### config.mk
export PLATFORM = sky130hd
export DESIGN_NAME = wt_l15_store_tracker
export DESIGN_NICKNAME = d
export VERILOG_FILES = /design/src/rtl/wt_cache_pkg.sv /design/src/rtl/wt_l15_tid_alloc.sv /design/src/rtl/wt_l15_store_tracker.sv
export SDC_FILE = /design/constraint.sdc
export NUM_CORES = 1
export LEC_CHECK = 0
export CAP_MARGIN = 20
export CORE_ASPECT_RATIO = 0.8
export CORE_MARGIN = 2
export CORE_UTILIZATION = 37
export DETAILED_ROUTE_END_ITERATION = 8
export GPL_TIMING_DRIVEN = 0
export PLACE_DENSITY = 0.77
export SYNTH_ARGS = -nofsm -noshare
export SYNTH_HDL_FRONTEND = slang
export SYNTH_HIERARCHICAL = 1
export SYNTH_SLANG_ARGS = --single-unit
export TNS_END_PERCENT = 100
### constraint.sdc
create_clock -name clk_i -period 2.6 [get_ports clk_i]
set_input_delay 0.52 -clock clk_i [delete_from_list [all_inputs] [get_ports clk_i]]
set_output_delay 0.52 -clock clk_i [all_outputs]
set_load 0.01 [all_outputs]
### src/rtl/wt_cache_pkg.sv
// rtl/wt_cache_pkg.sv - shared L1.5 store request type and endianness helpers
//
// Purpose: types and functions shared by the write-through L1.5 store path.
//   - l15_store_req_t : store request as presented to the L1.5 at default widths
//   - swap_bytes      : reverse the byte order of the low nbytes bytes
//   - rev_bits        : reverse the bit order of the low nbits bits
// The helpers operate on a maximum-width container so that they can serve
// any parameterisation; callers cast in and out at their own width.
package wt_cache_pkg;

  localparam int unsigned L15_MAX_DATA_W = 512;
  localparam int unsigned L15_MAX_BE_W   = L15_MAX_DATA_W / 8;

  localparam int unsigned L15_DEF_ADDR_W = 64;
  localparam int unsigned L15_DEF_DATA_W = 64;
  localparam int unsigned L15_DEF_TID_W  = 2;

  typedef struct packed {
    logic [L15_DEF_ADDR_W-1:0]   addr;
    logic [L15_DEF_DATA_W-1:0]   data;
    logic [L15_DEF_DATA_W/8-1:0] be;
    logic [1:0]                  size;
    logic [L15_DEF_TID_W-1:0]    tid;
  } l15_store_req_t;

  // Byte k of the result is byte (nbytes-1-k) of d; bytes above nbytes are 0.
  function automatic logic [L15_MAX_DATA_W-1:0] swap_bytes(
    input logic [L15_MAX_DATA_W-1:0] d,
    input int                        nbytes
  );
    logic [L15_MAX_DATA_W-1:0] r;
    r = '0;
    for (int k = 0; k < nbytes; k++) begin
      r[k*8 +: 8] = d[(nbytes-1-k)*8 +: 8];
    end
    return r;
  endfunction

  // Bit k of the result is bit (nbits-1-k) of b; bits above nbits are 0.
  function automatic logic [L15_MAX_BE_W-1:0] rev_bits(
    input logic [L15_MAX_BE_W-1:0] b,
    input int                      nbits
  );
    logic [L15_MAX_BE_W-1:0] r;
    r = '0;
    for (int k = 0; k < nbits; k++) begin
      r[k] = b[nbits-1-k];
    end
    return r;
  endfunction

endpackage

### src/rtl/wt_l15_tid_alloc.sv
// rtl/wt_l15_tid_alloc.sv - transaction ID pool for the L1.5 store tracker
//
// Purpose: owns the allocated-ID bitmap, picks the lowest free ID, and
// validates returning store-acks.
// Ports:
//   clk_i, rst_ni  : clock, synchronous active-low reset
//   alloc_i        : allocate free_tid_o this cycle
//   rtrn_val_i     : store-ack valid
//   rtrn_tid_i     : ID being acked
//   free_tid_o     : lowest-index free ID (from registered bitmap)
//   full_o         : every ID allocated
//   rtrn_hit_o     : ack targets an allocated ID and frees it this cycle
//   err_o          : registered one-cycle pulse for an ack to a free ID
module wt_l15_tid_alloc
  import wt_cache_pkg::*;
#(
  parameter int unsigned TidWidth = 2
) (
  input  logic                clk_i,
  input  logic                rst_ni,
  input  logic                alloc_i,
  input  logic                rtrn_val_i,
  input  logic [TidWidth-1:0] rtrn_tid_i,
  output logic [TidWidth-1:0] free_tid_o,
  output logic                full_o,
  output logic                rtrn_hit_o,
  output logic                err_o
);

  localparam int unsigned NumTids = 2 ** TidWidth;

  logic [NumTids-1:0] busy_q, busy_d;
  logic               err_q, err_d;
  logic [TidWidth-1:0] free_tid;

  // Scan from the top down so the lowest free index is the last one written.
  always_comb begin
    free_tid = '0;
    for (int i = NumTids - 1; i >= 0; i--) begin
      if (!busy_q[i]) begin
        free_tid = TidWidth'(i);
      end
    end
  end

  assign full_o     = &busy_q;
  assign free_tid_o = free_tid;
  assign rtrn_hit_o = rtrn_val_i && busy_q[rtrn_tid_i];

  // The freed ID and the allocated ID can never collide in one cycle: the
  // freed one is busy in busy_q, the allocated one is free in busy_q.
  always_comb begin
    busy_d = busy_q;
    if (rtrn_hit_o) begin
      busy_d[rtrn_tid_i] = 1'b0;
    end
    if (alloc_i) begin
      busy_d[free_tid] = 1'b1;
    end
    err_d = rtrn_val_i && !busy_q[rtrn_tid_i];
  end

  always_ff @(posedge clk_i) begin
    if (!rst_ni) begin
      busy_q <= '0;
      err_q  <= 1'b0;
    end else begin
      busy_q <= busy_d;
      err_q  <= err_d;
    end
  end

  assign err_o = err_q;

endmodule

### src/rtl/wt_l15_store_tracker.sv
// rtl/wt_l15_store_tracker.sv - dcache store to big-endian L1.5 request tracker
//
// Purpose: accepts write-buffer stores, byte-swaps them into L1.5 lane order,
// tags each with a transaction ID, holds it until the L1.5 accepts it, and
// tracks outstanding stores until their acks return.
// Ports:
//   clk_i, rst_ni         : clock, synchronous active-low reset
//   req_*                 : store request in (valid/ready), little-endian lanes
//   l15_val_o / l15_ack_i : request out handshake
//   l15_addr/data/be/size/tid_o : registered big-endian request
//   rtrn_val_i/rtrn_tid_i : store-ack return
//   outstanding_o         : number of IDs allocated
//   idle_o                : nothing allocated and nothing waiting for the L1.5
//   err_o                 : one-cycle pulse on an ack for a free ID
module wt_l15_store_tracker
  import wt_cache_pkg::*;
#(
  parameter int unsigned AddrWidth      = 64,
  parameter int unsigned DataWidth      = 64,
  parameter int unsigned TidWidth       = 2,
  parameter int unsigned MaxOutstanding = 4,
  localparam int unsigned BeWidth       = DataWidth / 8,
  localparam int unsigned CntWidth      = $clog2(MaxOutstanding + 1)
) (
  input  logic                 clk_i,
  input  logic                 rst_ni,
  input  logic                 req_valid_i,
  output logic                 req_ready_o,
  input  logic [AddrWidth-1:0] req_addr_i,
  input  logic [DataWidth-1:0] req_data_i,
  input  logic [BeWidth-1:0]   req_be_i,
  input  logic [1:0]           req_size_i,
  output logic                 l15_val_o,
  input  logic                 l15_ack_i,
  output logic [AddrWidth-1:0] l15_addr_o,
  output logic [DataWidth-1:0] l15_data_o,
  output logic [BeWidth-1:0]   l15_be_o,
  output logic [1:0]           l15_size_o,
  output logic [TidWidth-1:0]  l15_tid_o,
  input  logic                 rtrn_val_i,
  input  logic [TidWidth-1:0]  rtrn_tid_i,
  output logic [CntWidth-1:0]  outstanding_o,
  output logic                 idle_o,
  output logic                 err_o
);

  typedef struct packed {
    logic [AddrWidth-1:0] addr;
    logic [DataWidth-1:0] data;
    logic [BeWidth-1:0]   be;
    logic [1:0]           size;
    logic [TidWidth-1:0]  tid;
  } req_t;

  req_t                req_q, req_d;
  logic                val_q, val_d;
  logic [CntWidth-1:0] cnt_q, cnt_d;

  logic                accept;
  logic [TidWidth-1:0] free_tid;
  logic                pool_full;
  logic                rtrn_hit;

  wt_l15_tid_alloc #(
    .TidWidth (TidWidth)
  ) i_tid_alloc (
    .clk_i      (clk_i),
    .rst_ni     (rst_ni),
    .alloc_i    (accept),
    .rtrn_val_i (rtrn_val_i),
    .rtrn_tid_i (rtrn_tid_i),
    .free_tid_o (free_tid),
    .full_o     (pool_full),
    .rtrn_hit_o (rtrn_hit),
    .err_o      (err_o)
  );

  // Ready depends only on registered state plus l15_ack_i, so an ID freed by
  // a return this cycle does not open the gate until next cycle.
  assign req_ready_o = (!val_q || l15_ack_i) && !pool_full
                       && (cnt_q < CntWidth'(MaxOutstanding));
  assign accept      = req_valid_i && req_ready_o;

  // The output register reloads on accept even while the current request is
  // being acked, giving back-to-back issue.
  always_comb begin
    val_d = val_q;
    req_d = req_q;
    if (accept) begin
      val_d      = 1'b1;
      req_d.addr = req_addr_i;
      req_d.data = DataWidth'(swap_bytes(L15_MAX_DATA_W'(req_data_i), int'(BeWidth)));
      req_d.be   = BeWidth'(rev_bits(L15_MAX_BE_W'(req_be_i), int'(BeWidth)));
      req_d.size = req_size_i;
      req_d.tid  = free_tid;
    end else if (l15_ack_i) begin
      val_d = 1'b0;
    end
  end

  // The ready gating bounds the increment and the hit check bounds the
  // decrement, so the counter needs no saturation.
  always_comb begin
    cnt_d = cnt_q;
    if (accept && !rtrn_hit) begin
      cnt_d = cnt_q + 1'b1;
    end else if (!accept && rtrn_hit) begin
      cnt_d = cnt_q - 1'b1;
    end
  end

  always_ff @(posedge clk_i) begin
    if (!rst_ni) begin
      val_q <= 1'b0;
      req_q <= '0;
      cnt_q <= '0;
    end else begin
      val_q <= val_d;
      req_q <= req_d;
      cnt_q <= cnt_d;
    end
  end

  assign l15_val_o     = val_q;
  assign l15_addr_o    = req_q.addr;
  assign l15_data_o    = req_q.data;
  assign l15_be_o      = req_q.be;
  assign l15_size_o    = req_q.size;
  assign l15_tid_o     = req_q.tid;
  assign outstanding_o = cnt_q;
  assign idle_o        = (cnt_q == '0) && !val_q;

endmodule
==> flow_summary.yaml, run 1 <==
run_status:
  status: "finished clean"
detailed_routing:
  wl_per_cell_um: 15.1
  drt-initial-drc-count: 178
  highest_layer: "met4"
  wirelength_um: 18100
  wirelength_met1_um: 7760
  met3_length_um: 1710
  drt_pass1_iterations: 5
  dr_total_vias: 5492
  drt.antenna.violating_nets: 0
  drc: 0
  dr_wl_met2_um: 8480
  avgViaCountPerCell: 4.58
layout:
  drive_gt1_frac: 0.0610
  diodes: 0
  utilization: 0.629
  syn2layout_area_growth_pct: 64.9
  final_area_sq_um: 10000
  nets: 1119
placement:
  dpl.hpwl_um: 13400
  place_area_sq_um: 9250
  port_buffers: 291
  place.gp.congestion: 0.837
  pre_cts_slack_ns: -0.647
floorplan:
  die_w_um: 147
  core-area_sq_um: 15900
  rows: 41
  fp.dieH_um: 119
  die-area_sq_um: 17400
  num_io_pins: 292
  initial_utilization: 0.382
yosys:
  synthTopCellsByArea: "dfxtp_1 49%, mux2i_1 23%, nand2_1 18%, buf_8 2.2%, clkbuf_1 1.7%"
  synthMuxAreaShare: 0.236
  synth_seq_cells: 149
  ys_seq_area_frac: 0.492
  avgSynthCellArea_sq_um: 9.22
  synthAdderAreaFrac: 0.00536
  syn-num-nets: 805
  synthesis.area_sq_um: 6070
  synth_top_flop_cell: "dfxtp_1"
  synth_compound_area_frac: 0.0113
  synth_top_cell_by_area: "dfxtp_1"
  synth-warning-count: 6
  async_flop_share: 0
  synth_most_common_cell: "nand2_1"
  ys_types: 38
  synth_top_area_share: 0.492
  netlist_top_cells_count: "283 x nand2_1, 149 x dfxtp_1, 141 x mux2i_1"
  synthSimpleGateAreaFrac: 0.200
  synth-xor-area-share: 0.00289
  synth_edf_count: 0
  synth_top_family_by_area: "multiplexers"
  synth_cells: 658
global_route:
  grt_use_total: 0.206
  grt-ovfl-total: 0
  antenna_found_initial: 0
  grt_pass1_vias: 5546
  grt_max_degree: 17
  grt_pass1_wl_um: 28500
critical_path:
  cp-start-kind: "input pin"
  r2r_end: "outstanding_o[2]"
  r2r-start: "i_tid_alloc/busy_q[2]"
  crit_fanout: 6
  critPathRequiredTime_ns: 2.93
  rr_worst_depth: 9
  crit_path_end_kind: "flop"
  rrSetupSlack_ns: 0.24
  critPathKind: "input pin to flop"
  cp.arrival_ns: 2.78
sta:
  finalHoldViolations: 0
  fin_ws_ns: 0.153
  slew_violations: 0
  slew_headroom: 0.665
  skew_ns: 0.00781
  finalSetupViolCount: 0
  rsz0062_at_grt: "no"
  fin_crit_sh: 0.941
  max_freq_ghz: 0.409
  worst_pin_slew_ns: 0.503
  min_period_ns: 2.45
power_and_ir_drop:
  leakage_nw: 4.09
  finalPower_w: 0.00785
  peakVddDrop_mv: 0.425
  powerDensity_nw_per_um2: 784
hold_path:
  hp-start: "l15_addr_o[38]"
  whs_path_depth: 2
  whs_endpoint: "l15_addr_o[38]"
  hp-class: "flop to flop"
job:
  maxCapViolations: 0
clock_network:
  numCtsBuffers: 17
  cts_sinks: 149
  cts-root-buf: "clkbuf_16"
  path_clk_slew_ns: 0.06
  htreeDepth: 4
  clkLatencyLatePin_ns: 0.41
  cts_hold_buffers: 0
  cts_tree: "done"
  clockBufferDepth: 2
what timing repair did:
item | CTS | global route
hold endpoints to repair | 0 | 0
gates resized for setup | 2 | 4
buffers inserted | 1 | 3
endpoints found under the setup margin | 1 | 1
cloned | 1 | 0
metal layers:
layer  global-route usage  vias to the layer above
met4               0.0571                        0
li1                     -                     2763
met1                0.246                     2524
met3               0.0834                       12
met5                    0                        -
met2                0.342                      193
layout make-up:
cell class                 count  area (sq um)
fill                        1367          5890
sequential                   149          2980
timing repair buffer         296          2980
multi-input combinational    459          2780
clock buffer                  19           443
buffer                        47           302
tap                          215           269
clock inverter                12           249
inverter                       2          7.51
state kept, by name, indices dropped and copies added (netlist names):
name and flops:
i_tid_alloc/busy_q 4, l15_tid_o 2, i_tid_alloc/err_o 1, l15_data_o 64
l15_be_o 8, outstanding_o 3, l15_addr_o 64, l15_size_o 2
l15_val_o 1
kinds of logic (layout without fill, tap and decap cells):
family          Yosys count  after routing
compound gates           10             10
xor+xnor                  2              2
fa+ha+maj                 2              2
buf+inv                  50            376
flops                   149            149
mux                     142            142
simple gates            303            303
metrics by stage:
stage	TNS [ns]	cells	hold slack [ns]
finish	0	1199	0.455
global route	0	1199	0.470
CTS	0	1196	0.459
detailed placement	-1.02	1164	0.448
global placement	-0.908	1164	0.442
floorplan	0	658	0.479
critical path, stage by stage:
cell             delay (ns)
clkdlybuf4s15_1        0.29
mux4_2                 0.54
and2_1                 0.18
inv_1                  0.05
ha_2                   0.17
inv_1                  0.05
fa_1                   0.36
xor2_1                 0.15
or3_1                  0.29
a21boi_0               0.15
worst max path at each step:
| stage | startpoint | to | slack (ns) | cells after the start |
|---|---|---|---|---|
| 3_3_place_gp | req_valid_i | outstanding_o[2] | -0.61 | 11 |
| 2_1_floorplan | l15_ack_i | outstanding_o[2] | 0.11 | 11 |
| 3_5_place_dp | l15_ack_i | outstanding_o[2] | -0.65 | 12 |
| 4_1_cts | rtrn_tid_i[1] | outstanding_o[2] | 0.07 | 10 |
| 6_report | rtrn_tid_i[0] | outstanding_o[2] | 0.15 | 10 |
| 5_1_grt | rtrn_tid_i[0] | outstanding_o[2] | 0.01 | 10 |
power by group:
group          switching, W  internal (W)  total, W
Combinational      0.000906       0.00126   0.00217
Clock              0.000964       0.00193   0.00289
Sequential         0.000186       0.00261   0.00279
Total               0.00206       0.00579   0.00785
cells in the final DEF (no fill, tap or decap), types with 3 or more instances in the layout:
cell type,instances
clkbuf_16,17
bufinv_16,7
clkdlybuf4s50_1,289
nand2_1,283
buf_8,7
buf_4,11
buf_2,3
mux2i_1,141
dfxtp_1,149
clkbuf_1,29
Power figures use the tool's default switching activity.
==> run 2: changes to the inputs <==
--- a/config.mk
+++ b/config.mk
@@ -9,11 +9,11 @@
 export CORE_ASPECT_RATIO = 0.8
 export CORE_MARGIN = 2
 export CORE_UTILIZATION = 37
+export CTS_CLUSTER_DIAMETER = 200
 export DETAILED_ROUTE_END_ITERATION = 8
 export GPL_TIMING_DRIVEN = 0
 export PLACE_DENSITY = 0.77
 export SYNTH_ARGS = -nofsm -noshare
 export SYNTH_HDL_FRONTEND = slang
-export SYNTH_HIERARCHICAL = 1
 export SYNTH_SLANG_ARGS = --single-unit
 export TNS_END_PERCENT = 100
==> run 2 against run 1 <==
  * Wire length about the same
  * Worst hold slack got worse by 0.0022 ns
  * Final cell count down 0.33%
  * Global-route usage increased by 0.10 points
  * Largest cell class unchanged
  * Register-to-register slack worse by 0.03 ns
  * Sequential share of layout area increased by 0.23 points
  * Power fell by 0.47%
==> flow_summary.yaml, run 2 <==
run_status:
  status: "finished clean"
power_and_ir_drop:
  internal_power_w: 0.00572
  peakVddDrop_mv: 0.463
  seqPwrFrac: 0.358
  powerDensity_nw_per_um2: 786
  finalPower_w: 0.00781
  swShare: 0.268
  leakage_nw: 4.05
  combPwrFrac: 0.278
  power_switching_w: 0.00209
  power.share.clock: 0.364
detailed_routing:
  wl_per_cell_um: 15.2
  drt-initial-drc-count: 191
  drt_pass1_iterations: 4
  wirelength_um: 18100
  drc: 0
  avgViaCountPerCell: 4.56
  drt.antenna.violating_nets: 0
  dr_total_vias: 5455
yosys:
  syn-num-nets: 804
  synth_top_flop_cell: "dfxtp_1"
  synth_seq_cells: 149
  ys_seq_area_frac: 0.494
  synth_cells: 657
  synth_top_cell_by_area: "dfxtp_1"
  synth_edf_count: 0
  netlist_top_cells_count: "283 x nand2_1, 149 x dfxtp_1, 140 x mux2i_1"
  synthesis.area_sq_um: 6040
  ys_types: 33
  avgSynthCellArea_sq_um: 9.20
  synthTopCellsByArea: "dfxtp_1 49%, mux2i_1 23%, nand2_1 18%, buf_8 2.5%, clkbuf_1 1.9%"
  synth-warning-count: 0
  synth_most_common_cell: "nand2_1"
  synth_top_area_share: 0.494
  async_flop_share: 0
clock_network:
  htreeDepth: 4
  clkLatencyLatePin_ns: 0.42
  cts_tree: "done"
  numCtsBuffers: 17
  cts_hold_buffers: 0
  cts-root-buf: "clkbuf_16"
  clockBufferDepth: 2
  cts_sinks: 149
  path_clk_slew_ns: 0.06
critical_path:
  rr_worst_depth: 10
  critPathRequiredTime_ns: 2.95
  crit_fanout: 11
  cp.arrival_ns: 2.80
  critPathKind: "input pin to flop"
  r2r-start: "i_tid_alloc.busy_q[0]"
  r2r_end: "outstanding_o[2]"
  cp-start-kind: "input pin"
  critPathSlowestCell: "clkdlybuf4s50_1"
  rrSetupSlack_ns: 0.21
  crit_path_end_kind: "flop"
  crit_chain: "clkdlybuf4s50_1 > nor2b_4 > nor3b_4 > buf_6 > buf_12 > ha_4 > inv_1 > fa_1 > xor2_1 > or3_1 > a21oi_1"
  critical-path-max-stage-delay_ns: 0.46
placement:
  dpl.hpwl_um: 13100
  place.gp.congestion: 0.831
  port_buffers: 290
global_route:
  grt-ovfl-total: 0
  antenna_found_initial: 0
  grt_pass1_vias: 5273
  grt_pass1_wl_um: 28200
  grt_use_total: 0.207
  grt_max_degree: 17
layout:
  nets: 1115
  final_cell_mix: "289 x clkdlybuf4s50_1, 283 x nand2_1, 149 x dfxtp_1"
  utilization: 0.627
  syn2layout_area_growth_pct: 64.3
  drive_gt1_frac: 0.0551
  diodes: 0
  layout_commonest_cell: "clkdlybuf4s50_1"
  nFillCells: 1315
hold_path:
  whs_path_depth: 2
  whs_endpoint: "l15_data_o[23]"
  hp-class: "flop to flop"
  hp-start: "l15_data_o[23]"
sta:
  slew_headroom: 0.493
  fin_crit_sh: 0.940
  max_freq_ghz: 0.409
  finalSetupViolCount: 0
  min_period_ns: 2.44
  worst_pin_slew_ns: 0.760
  finalHoldViolations: 0
  rsz0062_at_grt: "no"
  skew_ns: 0.00901
  slew_violations: 0
floorplan:
  die-area_sq_um: 17400
  die_w_um: 147
  core-area_sq_um: 15900
  rows: 41
  fp.dieH_um: 118
  initial_utilization: 0.381
  num_io_pins: 292
job:
  maxCapViolations: 0
## run 2: cell types whose count changed after synthesis, sizes merged, moves of 2 or more
cell    delta
nor3       +4
and2       -2
nor4b      -2
a21boi     -2
a31oi      +2
and3       -2
buf        -3
clkbuf     +2
## run 2: worst max-delay path by stage
stage | start | to | slack (ns)
2_1_floorplan | req_valid_i | outstanding_o[2] | 0.03
3_3_place_gp | req_valid_i | outstanding_o[2] | -0.69
3_5_place_dp | req_valid_i | outstanding_o[2] | -0.72
4_1_cts | rtrn_tid_i[0] | outstanding_o[2] | 0.005
5_1_grt | req_valid_i | outstanding_o[2] | 0.04
6_report | req_valid_i | outstanding_o[2] | 0.16
## run 2: worst max-delay path: cells and delay by family
| family | cells | cell delay, ns |
|---|---|---|
| buffers and inverters | 4 | 0.78 |
| AND/OR/NAND/NOR | 3 | 0.66 |
| adder cells (fa/ha/maj) | 2 | 0.52 |
| AO/OA/AOI/OAI | 1 | 0.14 |
| XOR/XNOR | 1 | 0.17 |
## run 2: stage by stage
stage	cell area, sq um	std cells	setup TNS, ns	hold slack [ns]	setup slack, ns
2_1_floorplan	6050	657	0	0.464	0.0325
3_3_place_gp	9220	1162	-1.09	0.442	-0.694
3_5_place_dp	9220	1162	-1.14	0.446	-0.724
4_1_cts	9930	1196	0	0.457	0.00518
5_1_grt	9930	1195	0	0.466	0.0422
6_report	9930	1195	0	0.453	0.156
## run 2: metal layers
layer / vias to the layer above / wire (um) / global-route usage
li1: 2760 / - / -
met4: 0 / 446 / 0.0813
met5: - / 0 / 0
met2: 201 / 8150 / 0.326
met1: 2463 / 7910 / 0.255
met3: 31 / 1630 / 0.0792
## run 2: cells by family after synthesis
logic type               share of synthesized area
multiplexers                                 0.236
flip-flops                                   0.494
XOR/XNOR                                   0.00290
AND/OR/NAND/NOR                              0.198
adder cells (fa/ha/maj)                    0.00538
buffers and inverters                       0.0542
AO/OA/AOI/OAI                               0.0108
## run 2: timing repair
action | 4_1_cts | 5_1_grt
gates resized for setup | 3 | 2
endpoints found under the setup margin | 1 | 1
cloned | 0 | 0
buffers inserted | 3 | 0
## run 2: cell type report
type | instances | area (sq um) | area share
multi-input combinational | 458 | 2760 | 0.278
inverter | 3 | 11.3 | 0.00113
timing repair buffer | 293 | 2930 | 0.295
clock buffer | 19 | 453 | 0.0456
sequential | 149 | 2980 | 0.300
tap | 215 | 269 | 0.0271
buffer | 46 | 307 | 0.0309
clock inverter | 12 | 225 | 0.0227
## run 2: power groups by stage
stage | logic (W) | clock network, W | registers [W]
after global placement | 0.00215 | 0 | 0.00283
final | 0.00217 | 0.00284 | 0.00280
after detailed placement | 0.00215 | 0 | 0.00284
after global routing | 0.00233 | 0.00300 | 0.00284
after CTS | 0.00219 | 0.00289 | 0.00280
after floorplan | 0.000929 | 0 | 0.00298
